===== config.mk =====
export PLATFORM = sky130hd
export DESIGN_NAME = ps2_host_tx
export DESIGN_NICKNAME = d
export VERILOG_FILES = /design/src/rtl/ps2_host_tx.sv
export SDC_FILE = /design/constraint.sdc
export NUM_CORES = 1
export LEC_CHECK = 0
export ABC_AREA = 0
export BUFFER_PORTS_ARGS = -buffer_cell sky130_fd_sc_hd__buf_2
export CAP_MARGIN = 30
export CORE_MARGIN = 5
export CORE_UTILIZATION = 54
export CTS_BUF_LIST = sky130_fd_sc_hd__clkbuf_4 sky130_fd_sc_hd__clkbuf_8 sky130_fd_sc_hd__clkbuf_16
export DETAILED_ROUTE_END_ITERATION = 6
export GPL_ROUTABILITY_DRIVEN = 0
export PLACE_DENSITY = 0.76
export REMOVE_ABC_BUFFERS = 1
export SYNTH_ARGS = -nofsm -noshare
export SYNTH_HDL_FRONTEND = slang
export SYNTH_SLANG_ARGS = --single-unit

===== constraint.sdc =====
create_clock -name clock -period 1.9 [get_ports clock]
set_input_delay 0.285 -clock clock [delete_from_list [all_inputs] [get_ports clock]]
set_output_delay 0.285 -clock clock [all_outputs]
set_load 0.02 [all_outputs]

===== src/rtl/ps2_host_tx.sv =====
// PS/2 host-to-device transmitter: sends one command byte over the shared open-drain lines.
// Define LED_SYNC_EN to add the automatic set-LEDs (ED nn) sequencer driven by leds/rx_*.
module ps2_host_tx #(
  parameter int unsigned INHIBIT  = 120,
  parameter int unsigned START_TO = 15000,
  parameter int unsigned FRAME_TO = 2000,
  parameter int unsigned RESP_TO  = 20000
) (
  input  logic       clock,
  input  logic       reset,
  input  logic       ce,
  input  logic       ps2_ck,
  input  logic       ps2_dt,
  output logic       ck_oe,
  output logic       dt_oe,
  input  logic       send,
  input  logic [7:0] cmd,
  output logic       busy,
  output logic       done,
  output logic       error,
  input  logic [2:0] leds,
  input  logic       rx_valid,
  input  logic [7:0] rx_data
);

  localparam int unsigned TMAX0 = (START_TO > INHIBIT) ? START_TO : INHIBIT;
  localparam int unsigned TMAX  = (TMAX0 > FRAME_TO) ? TMAX0 : FRAME_TO;
  localparam int unsigned TW    = $clog2(TMAX + 1);
  localparam logic [TW-1:0] INH_LAST   = TW'(INHIBIT - 1);
  localparam logic [TW-1:0] START_LAST = TW'(START_TO - 1);
  localparam logic [TW-1:0] FRAME_LAST = TW'(FRAME_TO - 1);

  typedef enum logic [2:0] {
    ST_IDLE, ST_INHIBIT, ST_REQ, ST_DATA, ST_ACK, ST_WAITHI
  } tx_state_t;

  // ---------------- input conditioning ----------------
  logic [1:0] ck_sync_q, dt_sync_q;
  logic       ck_f_q, ck_f_d;
  logic [1:0] flt_q, flt_d;
  logic       ck_s, dt_s, fall;

  assign ck_s = ck_sync_q[1];
  assign dt_s = dt_sync_q[1];

  // Filtered clock only follows the synchronised clock after 4 consecutive differing ticks.
  always_comb begin
    ck_f_d = ck_f_q;
    flt_d  = '0;
    fall   = 1'b0;
    if (ck_s != ck_f_q) begin
      if (flt_q == 2'd3) begin
        ck_f_d = ck_s;
        fall   = ck_f_q;
      end else begin
        flt_d = flt_q + 2'd1;
      end
    end
  end

  always_ff @(posedge clock or negedge reset) begin
    if (!reset) begin
      ck_sync_q <= '1;
      dt_sync_q <= '1;
      ck_f_q    <= 1'b1;
      flt_q     <= '0;
    end else if (ce) begin
      ck_sync_q <= {ck_sync_q[0], ps2_ck};
      dt_sync_q <= {dt_sync_q[0], ps2_dt};
      ck_f_q    <= ck_f_d;
      flt_q     <= flt_d;
    end
  end

  // ---------------- request source ----------------
  logic       req;
  logic [7:0] req_byte;
  logic       seq_err;

  // ---------------- transmit FSM ----------------
  tx_state_t   state_q, state_d;
  logic [TW-1:0] cnt_q, cnt_d, fcnt_q, fcnt_d;
  logic [3:0]  idx_q, idx_d;
  logic [7:0]  byte_q, byte_d;
  logic        par_q, par_d;
  logic        ck_oe_q, ck_oe_d, dt_oe_q, dt_oe_d;
  logic        busy_q, busy_d, done_q, done_d, err_q, err_d;
  logic        tx_err;

  always_comb begin
    state_d = state_q;
    cnt_d   = cnt_q;
    fcnt_d  = fcnt_q;
    idx_d   = idx_q;
    byte_d  = byte_q;
    par_d   = par_q;
    ck_oe_d = ck_oe_q;
    dt_oe_d = dt_oe_q;
    busy_d  = busy_q;
    done_d  = 1'b0;
    tx_err  = 1'b0;
    case (state_q)
      ST_IDLE: begin
        if (req) begin
          state_d = ST_INHIBIT;
          byte_d  = req_byte;
          par_d   = ~^req_byte;
          busy_d  = 1'b1;
          ck_oe_d = 1'b1;
          dt_oe_d = 1'b0;
          cnt_d   = '0;
          fcnt_d  = '0;
          idx_d   = '0;
        end
      end
      ST_INHIBIT: begin
        if (cnt_q == INH_LAST) begin
          state_d = ST_REQ;
          ck_oe_d = 1'b0;
          dt_oe_d = 1'b1;
          cnt_d   = '0;
        end else begin
          cnt_d = cnt_q + TW'(1);
        end
      end
      ST_REQ: begin
        if (fall) begin
          state_d = ST_DATA;
          dt_oe_d = ~byte_q[0];
          idx_d   = 4'd1;
          fcnt_d  = '0;
        end else if (cnt_q == START_LAST) begin
          tx_err = 1'b1;
        end else begin
          cnt_d = cnt_q + TW'(1);
        end
      end
      ST_DATA: begin
        if (fall) begin
          if (idx_q < 4'd8) begin
            dt_oe_d = ~byte_q[idx_q[2:0]];
          end else if (idx_q == 4'd8) begin
            dt_oe_d = ~par_q;
          end else begin
            dt_oe_d = 1'b0;
            state_d = ST_ACK;
          end
          idx_d = idx_q + 4'd1;
        end
      end
      ST_ACK: begin
        if (fall) begin
          if (!dt_s) state_d = ST_WAITHI;
          else       tx_err  = 1'b1;
        end
      end
      ST_WAITHI: begin
        if (ck_f_q && dt_s) begin
          state_d = ST_IDLE;
          done_d  = 1'b1;
          busy_d  = 1'b0;
        end
      end
      default: state_d = ST_IDLE;
    endcase

    // Frame timer covers first fall through WAITHI; a completing frame beats the timeout.
    if (state_q inside {ST_DATA, ST_ACK, ST_WAITHI}) begin
      if (fcnt_q == FRAME_LAST && !done_d) tx_err = 1'b1;
      else                                 fcnt_d = fcnt_q + TW'(1);
    end

    if (tx_err) begin
      state_d = ST_IDLE;
      ck_oe_d = 1'b0;
      dt_oe_d = 1'b0;
      busy_d  = 1'b0;
      done_d  = 1'b0;
      idx_d   = '0;
      cnt_d   = '0;
      fcnt_d  = '0;
    end
  end

  assign err_d = tx_err | seq_err;

  always_ff @(posedge clock or negedge reset) begin
    if (!reset) begin
      state_q <= ST_IDLE;
      cnt_q   <= '0;
      fcnt_q  <= '0;
      idx_q   <= '0;
      byte_q  <= '0;
      par_q   <= 1'b0;
      ck_oe_q <= 1'b0;
      dt_oe_q <= 1'b0;
      busy_q  <= 1'b0;
      done_q  <= 1'b0;
      err_q   <= 1'b0;
    end else if (ce) begin
      state_q <= state_d;
      cnt_q   <= cnt_d;
      fcnt_q  <= fcnt_d;
      idx_q   <= idx_d;
      byte_q  <= byte_d;
      par_q   <= par_d;
      ck_oe_q <= ck_oe_d;
      dt_oe_q <= dt_oe_d;
      busy_q  <= busy_d;
      done_q  <= done_d;
      err_q   <= err_d;
    end
  end

  assign ck_oe = ck_oe_q;
  assign dt_oe = dt_oe_q;
  assign busy  = busy_q;
  assign done  = done_q;
  assign error = err_q;

`ifdef LED_SYNC_EN
  // ---------------- LED sequencer ----------------
  localparam int unsigned RW = $clog2(RESP_TO + 1);
  localparam logic [RW-1:0] RESP_LAST = RW'(RESP_TO - 1);

  typedef enum logic [2:0] {
    SQ_IDLE, SQ_ED, SQ_FA, SQ_VAL_REQ, SQ_VAL
  } seq_state_t;

  seq_state_t    sq_q, sq_d;
  logic          dirty_q, dirty_d;
  logic [2:0]    leds_q;
  logic [RW-1:0] rt_q, rt_d;
  logic          seq_go;
  logic [7:0]    seq_byte;
  logic          leds_chg;

  assign leds_chg = (leds != leds_q);

  // Sequencer follows tx completion through the registered done/error pulses,
  // which keeps it free of a combinational path back through the request mux.
  always_comb begin
    sq_d     = sq_q;
    dirty_d  = dirty_q | leds_chg;
    rt_d     = rt_q;
    seq_go   = 1'b0;
    seq_byte = 8'hED;
    seq_err  = 1'b0;
    case (sq_q)
      SQ_IDLE: begin
        if (dirty_q && state_q == ST_IDLE && !send) begin
          seq_go  = 1'b1;
          sq_d    = SQ_ED;
          dirty_d = leds_chg;
        end
      end
      SQ_ED: begin
        if (done_q) begin
          sq_d = SQ_FA;
          rt_d = '0;
        end else if (err_q) begin
          sq_d    = SQ_IDLE;
          dirty_d = 1'b1;
        end
      end
      SQ_FA: begin
        if (rx_valid && rx_data == 8'hFA) begin
          sq_d = SQ_VAL_REQ;
        end else if (rt_q == RESP_LAST) begin
          if (state_q == ST_IDLE) begin
            seq_err = 1'b1;
            sq_d    = SQ_IDLE;
            dirty_d = 1'b1;
          end
        end else begin
          rt_d = rt_q + RW'(1);
        end
      end
      SQ_VAL_REQ: begin
        seq_byte = {5'b0, leds};
        if (state_q == ST_IDLE && !send) begin
          seq_go = 1'b1;
          sq_d   = SQ_VAL;
        end
      end
      SQ_VAL: begin
        if (done_q) begin
          sq_d = SQ_IDLE;
        end else if (err_q) begin
          sq_d    = SQ_IDLE;
          dirty_d = 1'b1;
        end
      end
      default: sq_d = SQ_IDLE;
    endcase
  end

  always_ff @(posedge clock or negedge reset) begin
    if (!reset) begin
      sq_q    <= SQ_IDLE;
      dirty_q <= 1'b1;
      leds_q  <= '0;
      rt_q    <= '0;
    end else if (ce) begin
      sq_q    <= sq_d;
      dirty_q <= dirty_d;
      leds_q  <= leds;
      rt_q    <= rt_d;
    end
  end

  assign req      = send | seq_go;
  assign req_byte = send ? cmd : seq_byte;
`else
  logic unused_led_inputs;
  assign unused_led_inputs = ^{leds, rx_valid, rx_data};
  assign seq_err  = 1'b0;
  assign req      = send;
  assign req_byte = cmd;
`endif

endmodule


After elaboration in Yosys (flattened, before gate mapping) --
Cells that the tools add are included.
Operators by class: $add $sub $neg 4, mux-type cells 59, reduce and logical (&&, ||, !) cells 19, order comparisons 2, bitwise operators 3, equal/unequal tests 22
Operators by type and width (count):
- 14-bit 2-to-1 mux | 10
- 14-bit case mux with 3 select lines | 1
- 3-bit != test, second input constant | 11
- 3-bit 2-to-1 mux | 10
- 14-bit by 1-bit adder with 14-bit output, second input constant | 2
- 14-bit case mux with 2 select lines | 1
- 1-bit 2-to-1 mux | 24
- 3-bit case mux with 6 select lines | 1
- 4-bit 2-to-1 mux | 4
- 14-bit by 11-bit equality test with 1-bit output, second input constant | 1
- 14-bit equality test, second input constant | 1
- 14-bit by 7-bit equality test with 1-bit output, second input constant | 1
- 4-bit case mux with 3 select lines | 1
- 10-bit AND reduction | 1
- 5-bit AND reduction | 2
- 3-bit nonzero test | 3
- 4-bit AND reduction | 2
- 4-bit nonzero test | 2
- 8-bit XNOR reduction | 1
- 3-bit by 2-bit equality test with 1-bit output, second input constant | 2
- 3-bit equality test, second input constant | 2
- 1-bit case mux with 2 select lines | 3
- 3-bit AND reduction | 2
- 6-bit AND reduction | 1
- 16 further kinds | 20
Storage, ports and cells: flip-flop bits (word level) 56, logic and storage cells 124, input port bits 26, output and inout port bits 5

Depth between registers and ports, before layout --
Gate-level depths: netlist of the first run.
word-level depth 9, depth in mapped cells 9, gate-level depth less buffers 8

Least setup slack after synthesis of the first run --
OpenSTA, ideal clock, no wires.
path kind reg2reg, from register ck_f_q, to register fcnt_q[7], path buffers 1, data arrival time 1944 ps, library setup time 76 ps, path slack -120 ps, stages on the path, launching flop included 8, required time 1824 ps, clock period less this slack 2020 ps, cells stage by stage dfstp_2 nand2_1 o211a_1 and3_4 buf_6 or3_4 or3_1 o21ai_1
Between the ends: word-level cells in the longest chain between the ends 8, elaborated cells on any way between the ends 18, classes of those cells eq/ne: 1; mux: 14; reduce/logical: 3
Ends and longest elaborated chain:
- start, declared | RTL line 39 | logic ck_f_q, ck_f_d;
- start signal, assigned | RTL line 70 | ck_f_q <= ck_f_d;
- branches (longest 7 deep; another with 14-bit 2-to-1 mux)
- 14-bit 2-to-1 mux (*) | RTL line 173 | if (tx_err) begin
- end signal, assigned | RTL line 203 | fcnt_q <= fcnt_d;
- end, declared | RTL line 82 | logic [TW-1:0] cnt_q, cnt_d, fcnt_q, fcnt_d;
Every way passes the cells marked *. A chain may end at the register's enable or synchronous reset.

Worst setup path in the final report of the first run --
from register cnt_q[0], to register dt_oe_q, in the netlist dt_oe
Between the ends: word-level cells in the longest chain between the ends 8, elaborated cells on any way between the ends 14, classes of those cells eq/ne: 6; mux: 6; reduce/logical: 2
Ends and longest elaborated chain:
- start, declared | RTL line 82
- start signal, assigned | RTL line 202 | cnt_q <= cnt_d;
- 14-bit equality test | RTL line 132 | end else if (cnt_q == START_LAST) begin
- 1-bit 2-to-1 mux | RTL line 132
- 1-bit 2-to-1 mux | RTL line 127 | if (fall) begin
- 1-bit case mux with 2 select lines | RTL line 102 | case (state_q)
- 1-bit 2-to-1 mux | RTL line 169 | if (fcnt_q == FRAME_LAST && !done_d) tx_err = 1'b1;
- 1-bit 2-to-1 mux | RTL line 168 | if (state_q inside {ST_DATA, ST_ACK, ST_WAITHI}) begin
- 3-bit != test (no source line) / 5-bit nonzero test (equally long branches)
- 6-bit AND reduction (no source line)
- end signal, assigned | RTL line 208 | dt_oe_q <= dt_oe_d;
- end, declared | RTL line 86 | logic ck_oe_q, ck_oe_d, dt_oe_q, dt_oe_d;
Several ways; a longest one is shown, not always the timed one.

==> results of run 1 <==
## cell families (layout without fill, tap and decap cells)
kind of cell,count (synthesis),in the layout
xor gates and xnor gates,9,9
adders and majority gates,5,5
DFF,56,56
AOI/OAI and AO/OA,110,110
buffers and inverters,25,147
and+or+nand+nor,158,159
muxes,8,8
## per-layer routing
layer  part of all wire (%)  vias up  global-route usage, %
li1                       -     1639                      -
met1                     39     1812                  31.97
met2                     52      183                  45.28
met3                    5.7       41                  4.608
met4                    3.3        0                  10.55
met5                      0        -                      0
## final timing paths
kind	start	to	slack [ns]
setup / recovery	cnt_q[0]	dt_oe	-0.23
hold / removal	cmd[2]	byte_q[2]	0.18
setup reg to reg	cnt_q[0]	dt_oe	-0.23
hold reg to reg	byte_q[2]	byte_q[2]	0.48
max in group asynchronous	reset	ck_f_q	0.80
min in group asynchronous	reset	fcnt_q[11]	0.47
## cells in the final DEF, fill, tap and decap left out, types with 3 or more instances in the layout
master                     instances
sky130_fd_sc_hd__dfstp_2           5
sky130_fd_sc_hd__o31ai_4           4
sky130_fd_sc_hd__mux2_2            6
sky130_fd_sc_hd__nor4b_4           3
sky130_fd_sc_hd__nand2_1          50
sky130_fd_sc_hd__o21ai_2           6
sky130_fd_sc_hd__buf_2            18
sky130_fd_sc_hd__o21ai_0           8
sky130_fd_sc_hd__o22ai_1           6
sky130_fd_sc_hd__a21oi_2          11
sky130_fd_sc_hd__buf_4            88
sky130_fd_sc_hd__nand3_1          15
sky130_fd_sc_hd__and3_1           10
sky130_fd_sc_hd__o21a_1            3
sky130_fd_sc_hd__nand2_2           6
sky130_fd_sc_hd__xnor2_1           7
sky130_fd_sc_hd__inv_1             9
sky130_fd_sc_hd__o41ai_2           4
sky130_fd_sc_hd__buf_12            3
sky130_fd_sc_hd__nand2b_1          7
sky130_fd_sc_hd__nor3_1            5
sky130_fd_sc_hd__ha_1              3
sky130_fd_sc_hd__a31oi_4           3
sky130_fd_sc_hd__a211o_1           3
sky130_fd_sc_hd__a21o_1            7
sky130_fd_sc_hd__a31oi_1           7
sky130_fd_sc_hd__o31ai_1           4
sky130_fd_sc_hd__clkbuf_8          7
sky130_fd_sc_hd__nor2_1           22
sky130_fd_sc_hd__o21ai_1           8
sky130_fd_sc_hd__a21oi_1           6
sky130_fd_sc_hd__nand4_1           9
sky130_fd_sc_hd__dfrtp_1          50
sky130_fd_sc_hd__a22o_1            5
sky130_fd_sc_hd__buf_6            19
## worst register-to-register path: stages (launching register included)
cell	delay (ns)
sky130_fd_sc_hd__dfrtp_1	0.41
sky130_fd_sc_hd__ha_4	0.16
sky130_fd_sc_hd__and2_4	0.15
sky130_fd_sc_hd__buf_4	0.11
sky130_fd_sc_hd__nand4_1	0.19
sky130_fd_sc_hd__nand3_1	0.23
sky130_fd_sc_hd__buf_4	0.22
sky130_fd_sc_hd__nand2b_1	0.15
sky130_fd_sc_hd__nor3_1	0.27
sky130_fd_sc_hd__a22o_1	0.18
## flip-flops by register name, summed over array words and instances (netlist names), 2 cells and up
name / count
fcnt_q: 14
idx_q: 4
byte_q: 8
state_q: 3
flt_q: 2
ck_sync_q: 2
cnt_q: 14
dt_sync_q: 2
## through the flow
step	setup WS [ns]	TNS (ns)
after detailed placement	-0.2449	-3.955
final	-0.2311	-4.204
after floorplan	-0.4347	-7.427
after global placement	-0.1359	-1.604
after CTS	-0.1770	-3.228
after global routing	-0.3494	-7.339
## power by group through the flow
stage	Sequential (mW)	Clock, mW	Combinational [mW]
final	1.61	0.872	2.41
after global routing	1.64	0.942	2.57
after CTS	1.58	0.875	2.00
after detailed placement	1.60	0	1.78
after global placement	1.59	0	1.72
after floorplan	1.72	0	0.821
## repair_timing
item	CTS	global route
endpoints found under the setup margin	38	39
pin swaps	33	35
endpoints found under the hold margin	20	0
hold buffers	1	0
gates resized for setup	68	54
buffers inserted	9	11
gates cloned	3	0
## cell type report
class / count / area, µm² / share of cell area (%)
Clock buffer: 7 / 96.34 / 1.908
Clock inverter: 1 / 30.03 / 0.5948
Inverter: 9 / 33.78 / 0.6691
Multi-Input combinational cell: 291 / 2336 / 46.27
Sequential cell: 56 / 1409 / 27.91
Tap cell: 75 / 93.84 / 1.859
Timing Repair Buffer: 130 / 1050 / 20.79
==> flow_summary.rst, run 1 <==
.. list-table::
   :header-rows: 1

   * - Metric
     - Value
   * - Outcome
     - finished, violations left
   * - Violations in the final reports
     - negative setup slack
   * - Fin crit share
     - 112.2%
   * - Count of antenna diodes in the layout
     - 0
   * - Part of the power in the clock network
     - 17.8%
   * - Net total in the final layout
     - 524
   * - Filler-free cell count of the finished design
     - 569
   * - Peak per-stage delay on the critical path
     - 0.41 ns
   * - Family with the most delay on the worst path
     - simple AND/OR/NAND/NOR gates
   * - Synth area leader
     - sky130_fd_sc_hd__dfrtp_1
   * - Total length of routed wires
     - 11.45 mm
   * - Class of the most critical hold timing path
     - input pin to flop
   * - Relative slew slack
     - 64.11%
   * - EDFF count, synth
     - 0
   * - Xor/xnor cell area share of the yosys netlist
     - 2.334%
   * - WHS Path Cells
     - 3
   * - Placement Cell Area
     - 4202 µm²
   * - Avg WL per Cell
     - 20.12 µm
   * - Inserted Clock Buffers
     - 5
   * - Required @ worst endpoint
     - 2.16 ns
   * - Adder-cell area share of the yosys netlist
     - 1.853%
   * - TritonCTS clock tree
     - built
   * - Rows
     - 28
   * - Worst slew pin tran
     - 0.5326 ns
   * - Total via count after detailed routing
     - 3675
   * - Global-route congestion overflow total
     - 0
   * - Largest voltage drop on the vdd net
     - 0.7461 mV
   * - H-Tree Level Count
     - 2
   * - Proportion of synthesized flip-flops having asynchronous set or reset
     - 100.0%
   * - Post-synth top cells
     - sky130_fd_sc_hd__nand2_1, sky130_fd_sc_hd__dfrtp_1, sky130_fd_sc_hd__nor2_1
   * - Number of hold violations in the final report
     - 0
   * - First-pass iteration count of the detailed router
     - 5
   * - Die width
     - 89.08 µm
   * - Post-synthesis cell area
     - 3377 µm²
   * - Global-route usage over all layers
     - 26.07%
   * - Vias per cell
     - 6.459
   * - Proportion of synthesized area in mux cells
     - 3.335%
   * - Number of port buffers
     - 18
   * - Most common cell in the netlist
     - sky130_fd_sc_hd__nand2_1
   * - Placeable core region
     - 5991 µm²
   * - Biggest area contributors in the synthesized netlist
     - sky130_fd_sc_hd__dfrtp_1, sky130_fd_sc_hd__nand2_1, sky130_fd_sc_hd__dfstp_2
   * - Count of fill cells added during filler insertion
     - 299
   * - DRT antenna net count
     - 0
   * - Largest family of logic cells by synthesized area
     - simple AND/OR/NAND/NOR gates
   * - Total non-filler cell area in the finished layout
     - 5049 µm²
   * - Core occupancy in the finished layout
     - 84.27%
   * - Fraction of the yosys area taken by sequential cells
     - 41.68%
   * - Number of warning messages in the yosys log
     - 0
   * - Power density over cell area
     - 970.0 nW/µm²
   * - Clock latency at the later pin of the worst-skew pair
     - 0.32 ns
   * - Final critical delay including setup and external delays
     - 2.131 ns
   * - Setup repair after global routing missed its margin
     - yes
   * - Leakage component of the power
     - 2.319 nW
   * - Maximum number of pins on one net before global-route repair
     - 37
   * - Ports placed on the boundary
     - 31
   * - Number of sinks handled by clock tree synthesis
     - 56
   * - Hold_ws
     - 0.1784 ns
   * - Maximum Capacitance Violations
     - 0
   * - Maximum clock path buffer count
     - 2
   * - Simple logic cell fraction of the synthesized area
     - 24.71%
   * - CP max FO
     - 8
   * - Number of design-rule violations left by the first detailed-router iteration
     - 282
   * - Distinct cell type count of the synthesized netlist
     - 65
   * - Clock-pin transition on the worst setup and hold timing paths
     - 0.10 ns
   * - Cells after DPL
     - 539
   * - Arrival time at the worst endpoint
     - 2.39 ns
   * - Worst r2r path cells
     - 9
   * - Syn_area_per_cell
     - 9.102 µm²
   * - Initial core utilization
     - 56.37%
   * - Switching pwr
     - 1.869 mW
   * - Final critical-path setup slack
     - -0.2311 ns
   * - Internal
     - 3.028 mW
   * - Cell chain of the critical path
     - ha_4 -> and2_4 -> buf_4 -> nand4_1 -> nand3_1 -> buf_4 -> nand2b_1 -> nor3_1 -> a22o_1
   * - Crit Path Class
     - flop to flop
   * - Cell seen most often among critical-path stages
     - sky130_fd_sc_hd__buf_4
   * - Pwr Total
     - 4.897 mW
   * - Share of total power in combinational logic
     - 49.3%
   * - Initial antenna violation count
     - 0
   * - Floorplan die area
     - 7935 µm²
   * - Floorplan die height
     - 89.08 µm
   * - Number of instances in the synthesized netlist
     - 371
   * - Fraction of power consumed by sequential logic
     - 32.9%
   * - First-pass GRT wire length
     - 16.17 mm
   * - Setup crit end kind
     - flop
   * - Cell at the root of the clock tree
     - sky130_fd_sc_hd__clkbuf_8
   * - Number of global-route vias before repair
     - 3490
   * - Most instantiated flip-flop cell in the synthesis netlist
     - sky130_fd_sc_hd__dfrtp_1
   * - Worst-case clock skew
     - 0.009695 ns
   * - Detailed placement HPWL
     - 6.355 mm
   * - #FFs+latches synth
     - 56
   * - Critical path buffer and inverter count
     - 2
   * - Fraction of the mapped netlist area in compound gates
     - 22.71%
   * - Area overhead of the layout relative to synthesis
     - 49.50%
   * - Type of origin of the critical path
     - flop
   * - Proportion of total power due to net switching
     - 38.16%
   * - Final-report max-slew violation count
     - 0
   * - Setup Viol. Count Final
     - 37
   * - Number of cells on the critical path
     - 9
   * - Maximum clock frequency
     - 469.2 MHz
   * - DRC violation count after routing
     - 0
   * - Area share of the largest cell type after synthesis
     - 37.79%
   * - Layout cell share with drive strength beyond 1
     - 45.75%
   * - Worst-path cell with the longest stage delay
     - sky130_fd_sc_hd__dfrtp_1
Note: power is estimated with default switching activity, not from simulation.
==> run 2: changes to the inputs <==
- GPL_TIMING_DRIVEN: unset -> 0
- SKIP_LAST_GASP: unset -> 1
==> flow_summary.rst, run 2 (synthesis gave the netlist of run 1 again) <==
.. list-table::
   :header-rows: 1

   * - Metric
     - Value
   * - Internal
     - 2.853 mW (-5.8%)
   * - Share of total power in combinational logic
     - 44.3% (-5.0 points)
   * - First-pass iteration count of the detailed router
     - 5 (unchanged)
   * - Number of sinks handled by clock tree synthesis
     - 56 (unchanged)
   * - Crit Path Class
     - flop to flop
   * - Worst-path cell with the longest stage delay
     - sky130_fd_sc_hd__dfrtp_2
   * - DRC violation count after routing
     - 0 (unchanged)
   * - Slack of the worst reg-to-reg path
     - -0.37 ns (-0.14 ns)
   * - Leakage component of the power
     - 1.961 nW (-15%)
   * - Setup Viol. Count Final
     - 39 (+5.4%)
   * - Fin crit share
     - 119.4% (+7.2 points)
   * - Initial core utilization
     - 56.37% (unchanged)
   * - Detailed placement HPWL
     - 5.126 mm (-19%)
   * - Power density over cell area
     - 1033 nW/µm² (+6.5%)
   * - Maximum Capacitance Violations
     - 0 (unchanged)
   * - Rows
     - 28 (unchanged)
   * - Number of global-route vias before repair
     - 3177 (-9.0%)
   * - Pwr Total
     - 4.627 mW (-5.5%)
   * - Most frequent cells in the layout
     - sky130_fd_sc_hd__nand2_1, sky130_fd_sc_hd__dfrtp_1, sky130_fd_sc_hd__buf_4
   * - Maximum number of pins on one net before global-route repair
     - 41 (+11%)
   * - Ports placed on the boundary
     - 31 (unchanged)
   * - Final critical-path setup slack
     - -0.3677 ns (-0.1367 ns)
   * - Endpoint of the most critical register-to-register path
     - cnt_q[7]
   * - Family with the most delay on the worst path
     - simple AND/OR/NAND/NOR gates
   * - Outcome
     - finished, violations left
   * - Fraction of power consumed by sequential logic
     - 36.8% (+3.9 points)
   * - First-pass GRT wire length
     - 15.15 mm (-6.3%)
   * - Hold endpoint
     - byte_q[6]
   * - Setup crit end kind
     - flop
   * - Maximum clock frequency
     - 441.0 MHz (-6.0%)
   * - Total via count after detailed routing
     - 3473 (-5.5%)
   * - Setup repair after global routing missed its margin
     - yes
   * - Number of hold violations in the final report
     - 0 (unchanged)
   * - Clock-pin transition on the worst setup and hold timing paths
     - 0.11 ns (about the same)
   * - Top Registers
     - cnt_q (14), fcnt_q (14), byte_q (8)
   * - Critical path buffer and inverter count
     - 2 (unchanged)
   * - Vias per cell
     - 6.731 (+4.2%)
   * - Arrival time at the worst endpoint
     - 2.48 ns (+0.09 ns)
   * - Clock latency at the later pin of the worst-skew pair
     - 0.32 ns (about the same)
   * - Source of the worst register-to-register timing path
     - state_q[1]
   * - Part of the power in the clock network
     - 18.9% (+1.1 points)
   * - Global-route usage over all layers
     - 23.87% (-2.2 points)
   * - DRT antenna net count
     - 0 (unchanged)
   * - Cell at the root of the clock tree
     - sky130_fd_sc_hd__clkbuf_8
   * - Worst Hold Launch
     - cmd[6]
   * - Final critical delay including setup and external delays
     - 2.268 ns (+0.1367 ns)
   * - Switching pwr
     - 1.774 mW (-5.1%)
   * - Initial antenna violation count
     - 0 (unchanged)
   * - Layout cell share with drive strength beyond 1
     - 35.37% (-10 points)
   * - Worst slew pin tran
     - 0.8072 ns (+0.2746 ns)
   * - Avg WL per Cell
     - 20.28 µm (+0.83%)
   * - Worst r2r path cells
     - 7 (-2)
   * - Floorplan die area
     - 7935 µm² (unchanged)
   * - Core occupancy in the finished layout
     - 74.73% (-9.5 points)
   * - Global-route congestion overflow total
     - 0 (unchanged)
   * - Storage cell area
     - 1416 µm² (+0.53%)
   * - Count of fill cells added during filler insertion
     - 374 (+25%)
   * - Total length of routed wires
     - 10.47 mm (-8.6%)
   * - Maximum clock path buffer count
     - 2 (unchanged)
   * - Net total in the final layout
     - 471 (-10%)
   * - Final-report max-slew violation count
     - 0 (unchanged)
   * - Proportion of total power due to net switching
     - 38.34% (+0.18 points)
   * - Required @ worst endpoint
     - 2.11 ns (-0.05 ns)
   * - Area overhead of the layout relative to synthesis
     - 32.57%
   * - Number of design-rule violations left by the first detailed-router iteration
     - 250 (-11%)
   * - Floorplan die height
     - 89.08 µm (unchanged)
   * - Type of origin of the critical path
     - flop
   * - Count of antenna diodes in the layout
     - 0 (unchanged)
   * - Violations in the final reports
     - negative setup slack
   * - Largest voltage drop on the vdd net
     - 0.6628 mV (-11%)
   * - TritonCTS clock tree
     - built
   * - Fin Setup TNS
     - -9.223 ns (-5.018 ns)
   * - Class of the most critical hold timing path
     - input pin to flop
   * - Total non-filler cell area in the finished layout
     - 4477 µm² (-11%)
   * - Area of combinational cells with multiple inputs
     - 2205 µm² (-5.6%)
   * - Placement Cell Area
     - 3501 µm² (-17%)
   * - Cell chain of the critical path
     - buf_4 -> nor2_1 -> nand3_2 -> nand2_4 -> buf_4 -> nand2_4 -> o41ai_1
   * - Placeable core region
     - 5991 µm² (unchanged)
   * - Worst-case clock skew
     - 0.01255 ns (+0.002853 ns)
   * - Peak per-stage delay on the critical path
     - 0.49 ns (+0.08 ns)
   * - Relative slew slack
     - 45.48% (-19 points)
   * - H-Tree Level Count
     - 2 (unchanged)
   * - Die width
     - 89.08 µm (unchanged)
   * - CP max FO
     - 9 (+1)
   * - Inserted Clock Buffers
     - 5 (unchanged)
   * - Commonest non-fill, non-tap cell in the layout
     - sky130_fd_sc_hd__nand2_1
   * - WHS Path Cells
     - 3 (unchanged)
   * - Number of port buffers
     - 18 (unchanged)
==> run 2: cell types whose count changed in the layout (fill, tap and decap cells not counted), moves of 3 or more <==
| cell | previous run | this run |
|---|---|---|
| sky130_fd_sc_hd__dfrtp_1 | 50 | 46 |
| sky130_fd_sc_hd__dfrtp_2 | 1 | 4 |
| sky130_fd_sc_hd__o21ai_1 | 8 | 11 |
| sky130_fd_sc_hd__buf_4 | 88 | 38 |
| sky130_fd_sc_hd__nand2_2 | 6 | 2 |
| sky130_fd_sc_hd__a21oi_2 | 11 | 5 |
| sky130_fd_sc_hd__a21oi_1 | 6 | 12 |
| sky130_fd_sc_hd__buf_6 | 19 | 10 |
| sky130_fd_sc_hd__o21ai_2 | 6 | 2 |
| sky130_fd_sc_hd__o41ai_1 | 1 | 4 |
| sky130_fd_sc_hd__nand2_1 | 50 | 53 |
==> run 2: cell type report <==
class / instances / share of cell area [%]
Multi-Input combinational cell: 295 / 49.25
Sequential cell: 56 / 31.64
Timing Repair Buffer: 73 / 13.36
Clock buffer: 7 / 2.152
Tap cell: 75 / 2.096
Inverter: 9 / 0.8385
Clock inverter: 1 / 0.6708
==> run 2: how the worst max path moves through the flow <==
stage | from | endpoint | slack (ns) | depth (start not counted)
global placement | state_q[0] | cnt_q[7] | -0.94 | 6
CTS | cnt_q[0] | fcnt_q[7] | -0.22 | 9
finish | state_q[1] | cnt_q[7] | -0.37 | 7
detailed placement | state_q[0] | cnt_q[7] | -0.94 | 6
floorplan | state_q[0] | cnt_q[7] | -0.43 | 6
global route | cnt_q[8] | cnt_q[7] | -0.45 | 9
==> run 2: metal layers <==
layer  wire length (µm)  vias up  track usage [%]
li1                   -     1539                -
met1               4161     1670            32.30
met2               5114      215            40.39
met3                785       49            2.949
met4                404        0            6.766
met5                  0        -                0
==> run 2: through the flow <==
step                cells  setup slack (ns)  hold WS (ns)
finish                516           -0.3677        0.1834
global route          516           -0.4472        0.2051
CTS                   491           -0.2160        0.1760
detailed placement    449           -0.9387        0.2447
global placement      448           -0.9357        0.4568
floorplan             355           -0.4347      -0.01059
==> run 2: tightest hold or removal path: stages <==
cell	delay, ns
sky130_fd_sc_hd__buf_2	0.09
sky130_fd_sc_hd__nand2_1	0.04
sky130_fd_sc_hd__nand2_1	0.05
==> run 2: power groups by stage <==
stage	Clock [mW]	Combinational, mW	Sequential [mW]
5_1_grt	0.929	2.20	1.73
3_3_place_gp	0	1.06	1.75
6_report	0.875	2.05	1.70
4_1_cts	0.877	1.66	1.67
2_1_floorplan	0	0.821	1.72
3_5_place_dp	0	1.11	1.76
==> run 2: timing repair <==
action / 4_1_cts / 5_1_grt
pin swaps: 23 / 19
hold buffers: 1 / 0
gates resized for setup: 48 / 39
hold endpoints to repair: 16 / 0
cloned: 2 / 3
setup endpoints to repair: 39 / 48
setup buffers: 31 / 22
==> run 3: changes to the inputs <==
- MAX_ROUTING_LAYER: unset -> met4
==> flow_summary.rst, run 3 (synthesis gave the netlist of run 1 again) <==
.. list-table::
   :header-rows: 1

   * - Metric
     - Value
   * - Outcome
     - finished, violations left
   * - Violations in the final reports
     - negative setup slack
   * - Total length of routed wires
     - 10.62 mm (+1.5%)
   * - H-Tree Level Count
     - 2 (unchanged)
   * - Filler-free cell count of the finished design
     - 518 (+0.39%)
   * - Source of the worst register-to-register timing path
     - state_q[1]
   * - Clock-pin transition on the worst setup and hold timing paths
     - 0.10 ns (about the same)
   * - Relative slew slack
     - 46.70% (+1.2 points)
   * - Maximum clock frequency
     - 443.4 MHz (+0.55%)
   * - Leakage component of the power
     - 1.972 nW (+0.56%)
   * - Net total in the final layout
     - 473 (+0.42%)
   * - Total non-filler cell area in the finished layout
     - 4509 µm² (+0.73%)
   * - Slack of the worst reg-to-reg path
     - -0.36 ns (about the same)
   * - Initial antenna violation count
     - 0 (unchanged)
   * - Clock latency at the later pin of the worst-skew pair
     - 0.32 ns (about the same)
   * - Setup crit end kind
     - flop
   * - CP max FO
     - 9 (unchanged)
   * - Cells after DPL
     - 449 (unchanged)
   * - DRC violation count after routing
     - 0 (unchanged)
   * - Vias per cell
     - 6.691 (-0.59%)
   * - Global-route congestion overflow total
     - 0 (unchanged)
   * - Final critical delay including setup and external delays
     - 2.255 ns (-0.01242 ns)
   * - Avg WL per Cell
     - 20.51 µm (+1.1%)
   * - Setup Viol. Count Final
     - 39 (unchanged)
   * - Global-route usage over all layers
     - 24.65% (+0.77 points)
   * - Final critical-path setup slack
     - -0.3553 ns (+0.01242 ns)
   * - Worst-case clock skew
     - 0.007693 ns (-0.004854 ns)
   * - Type of origin of the critical path
     - flop
   * - Number of sinks handled by clock tree synthesis
     - 56 (unchanged)
   * - Placeable core region
     - 5991 µm² (unchanged)
   * - Initial core utilization
     - 56.37% (unchanged)
   * - Layout cell share with drive strength beyond 1
     - 35.89% (+0.52 points)
   * - Setup repair after global routing missed its margin
     - yes
   * - Class of the most critical hold timing path
     - input pin to flop
   * - Number of hold violations in the final report
     - 0 (unchanged)
   * - Top Registers
     - cnt_q (14), fcnt_q (14), byte_q (8)
   * - Detailed placement HPWL
     - 5.126 mm (unchanged)
   * - Worst Hold Launch
     - cmd[6]
   * - Final-report max-slew violation count
     - 0 (unchanged)
   * - Worst slew pin tran
     - 0.7892 ns (-0.01800 ns)
   * - Commonest non-fill, non-tap cell in the layout
     - sky130_fd_sc_hd__nand2_1
   * - Required @ worst endpoint
     - 2.11 ns (about the same)
   * - WHS Path Cells
     - 3 (unchanged)
   * - Most frequent cells in the layout
     - sky130_fd_sc_hd__nand2_1, sky130_fd_sc_hd__dfrtp_1, sky130_fd_sc_hd__buf_4
   * - Ports placed on the boundary
     - 31 (unchanged)
   * - Die width
     - 89.08 µm (unchanged)
   * - Fin crit share
     - 118.7% (-0.65 points)
   * - Endpoint of the most critical register-to-register path
     - cnt_q[7]
   * - First-pass GRT wire length
     - 15.16 mm (about the same)
   * - Placement Cell Area
     - 3501 µm² (unchanged)
   * - DRT antenna net count
     - 0 (unchanged)
   * - Number of port buffers
     - 18 (unchanged)
   * - Count of antenna diodes in the layout
     - 0 (unchanged)
   * - Worst r2r path cells
     - 7 (unchanged)
   * - Maximum Capacitance Violations
     - 0 (unchanged)
   * - Pwr Total
     - 4.645 mW (+0.41%)
   * - Total via count after detailed routing
     - 3466 (-0.20%)
   * - Number of global-route vias before repair
     - 3168 (-0.28%)
   * - Worst setup path startpoint
     - state_q[1]
   * - Number of design-rule violations left by the first detailed-router iteration
     - 348 (+39%)
   * - Crit Path Class
     - flop to flop
   * - Area overhead of the layout relative to synthesis
     - 33.53%
   * - Inserted Clock Buffers
     - 5 (unchanged)
   * - Maximum number of pins on one net before global-route repair
     - 41 (unchanged)
   * - Floorplan die area
     - 7935 µm² (unchanged)
   * - Count of fill cells added during filler insertion
     - 365 (-2.4%)
   * - Hold_ws
     - 0.1832 ns (-0.0001140 ns)
   * - Floorplan die height
     - 89.08 µm (unchanged)
   * - Power density over cell area
     - 1030 nW/µm² (-0.32%)
   * - First-pass iteration count of the detailed router
     - 6 (+1)
   * - Cell at the root of the clock tree
     - sky130_fd_sc_hd__clkbuf_8
   * - Largest voltage drop on the vdd net
     - 0.6551 mV (-1.2%)
   * - TritonCTS clock tree
     - built
   * - Arrival time at the worst endpoint
     - 2.46 ns (-0.02 ns)
   * - Maximum clock path buffer count
     - 2 (unchanged)
   * - Rows
     - 28 (unchanged)
   * - Hold endpoint
     - byte_q[6]
[run 3: layout make-up]
type	count	area [µm²]	share of cell area [%]
multi-input combinational	295	2221	49.25
sequential	56	1418	31.44
timing repair buffer	75	613.1	13.60
clock buffer	7	96.34	2.137
tap	75	93.84	2.081
inverter	9	37.54	0.8324
clock inverter	1	30.03	0.6659
[run 3: what timing repair did]
item | CTS | global route
pin swaps | 23 | 19
hold endpoints to repair | 16 | 0
hold buffers | 1 | 0
gates resized for setup | 48 | 43
gates cloned | 2 | 3
setup endpoints to repair | 39 | 48
buffers inserted | 31 | 24
[run 3: worst max path at each step]
| stage | end | slack, ns | cells after the start |
|---|---|---|---|
| 2_1_floorplan | cnt_q[7] | -0.43 | 6 |
| 3_3_place_gp | cnt_q[7] | -0.94 | 6 |
| 3_5_place_dp | cnt_q[7] | -0.94 | 6 |
| 4_1_cts | fcnt_q[7] | -0.22 | 9 |
| 5_1_grt | cnt_q[7] | -0.45 | 9 |
| 6_report | cnt_q[7] | -0.36 | 7 |
[run 3: where the power goes]
part           internal, mW  switching (mW)  total, mW
clock                 0.466           0.402      0.868
combinational         0.956            1.12       2.07
sequential             1.44           0.265       1.70
total                  2.86            1.78       4.65
[run 3: metal layers]
layer / GRT usage (%) / share of wire (%) / vias up / wire [µm]
met5: - / 0 / - / 0
met3: 2.673 / 6.9 / 51 / 733
li1: - / - / 1537 / -
met4: 6.766 / 3.9 / 0 / 417
met1: 32.53 / 40 / 1685 / 4302
met2: 40.46 / 49 / 193 / 5170
[run 3: worst max-delay path, stage by stage (launching register included)]
cell                      delay (ns)
sky130_fd_sc_hd__dfrtp_2        0.49
sky130_fd_sc_hd__buf_4          0.17
sky130_fd_sc_hd__nor2_1         0.36
sky130_fd_sc_hd__nand3_2        0.34
sky130_fd_sc_hd__nand2_4        0.24
sky130_fd_sc_hd__buf_4          0.16
sky130_fd_sc_hd__nand2_4        0.07
sky130_fd_sc_hd__o41ai_1        0.32
[run 3: through the flow]
stage               util [%]  setup TNS [ns]  worst slack (ns)
floorplan                  -          -7.427           -0.4347
global placement       58.10          -23.40           -0.9357
detailed placement     58.44          -24.29           -0.9387
CTS                    68.40          -3.755           -0.2160
global route           75.27          -13.29           -0.4529
finish                 75.27          -9.190           -0.3553
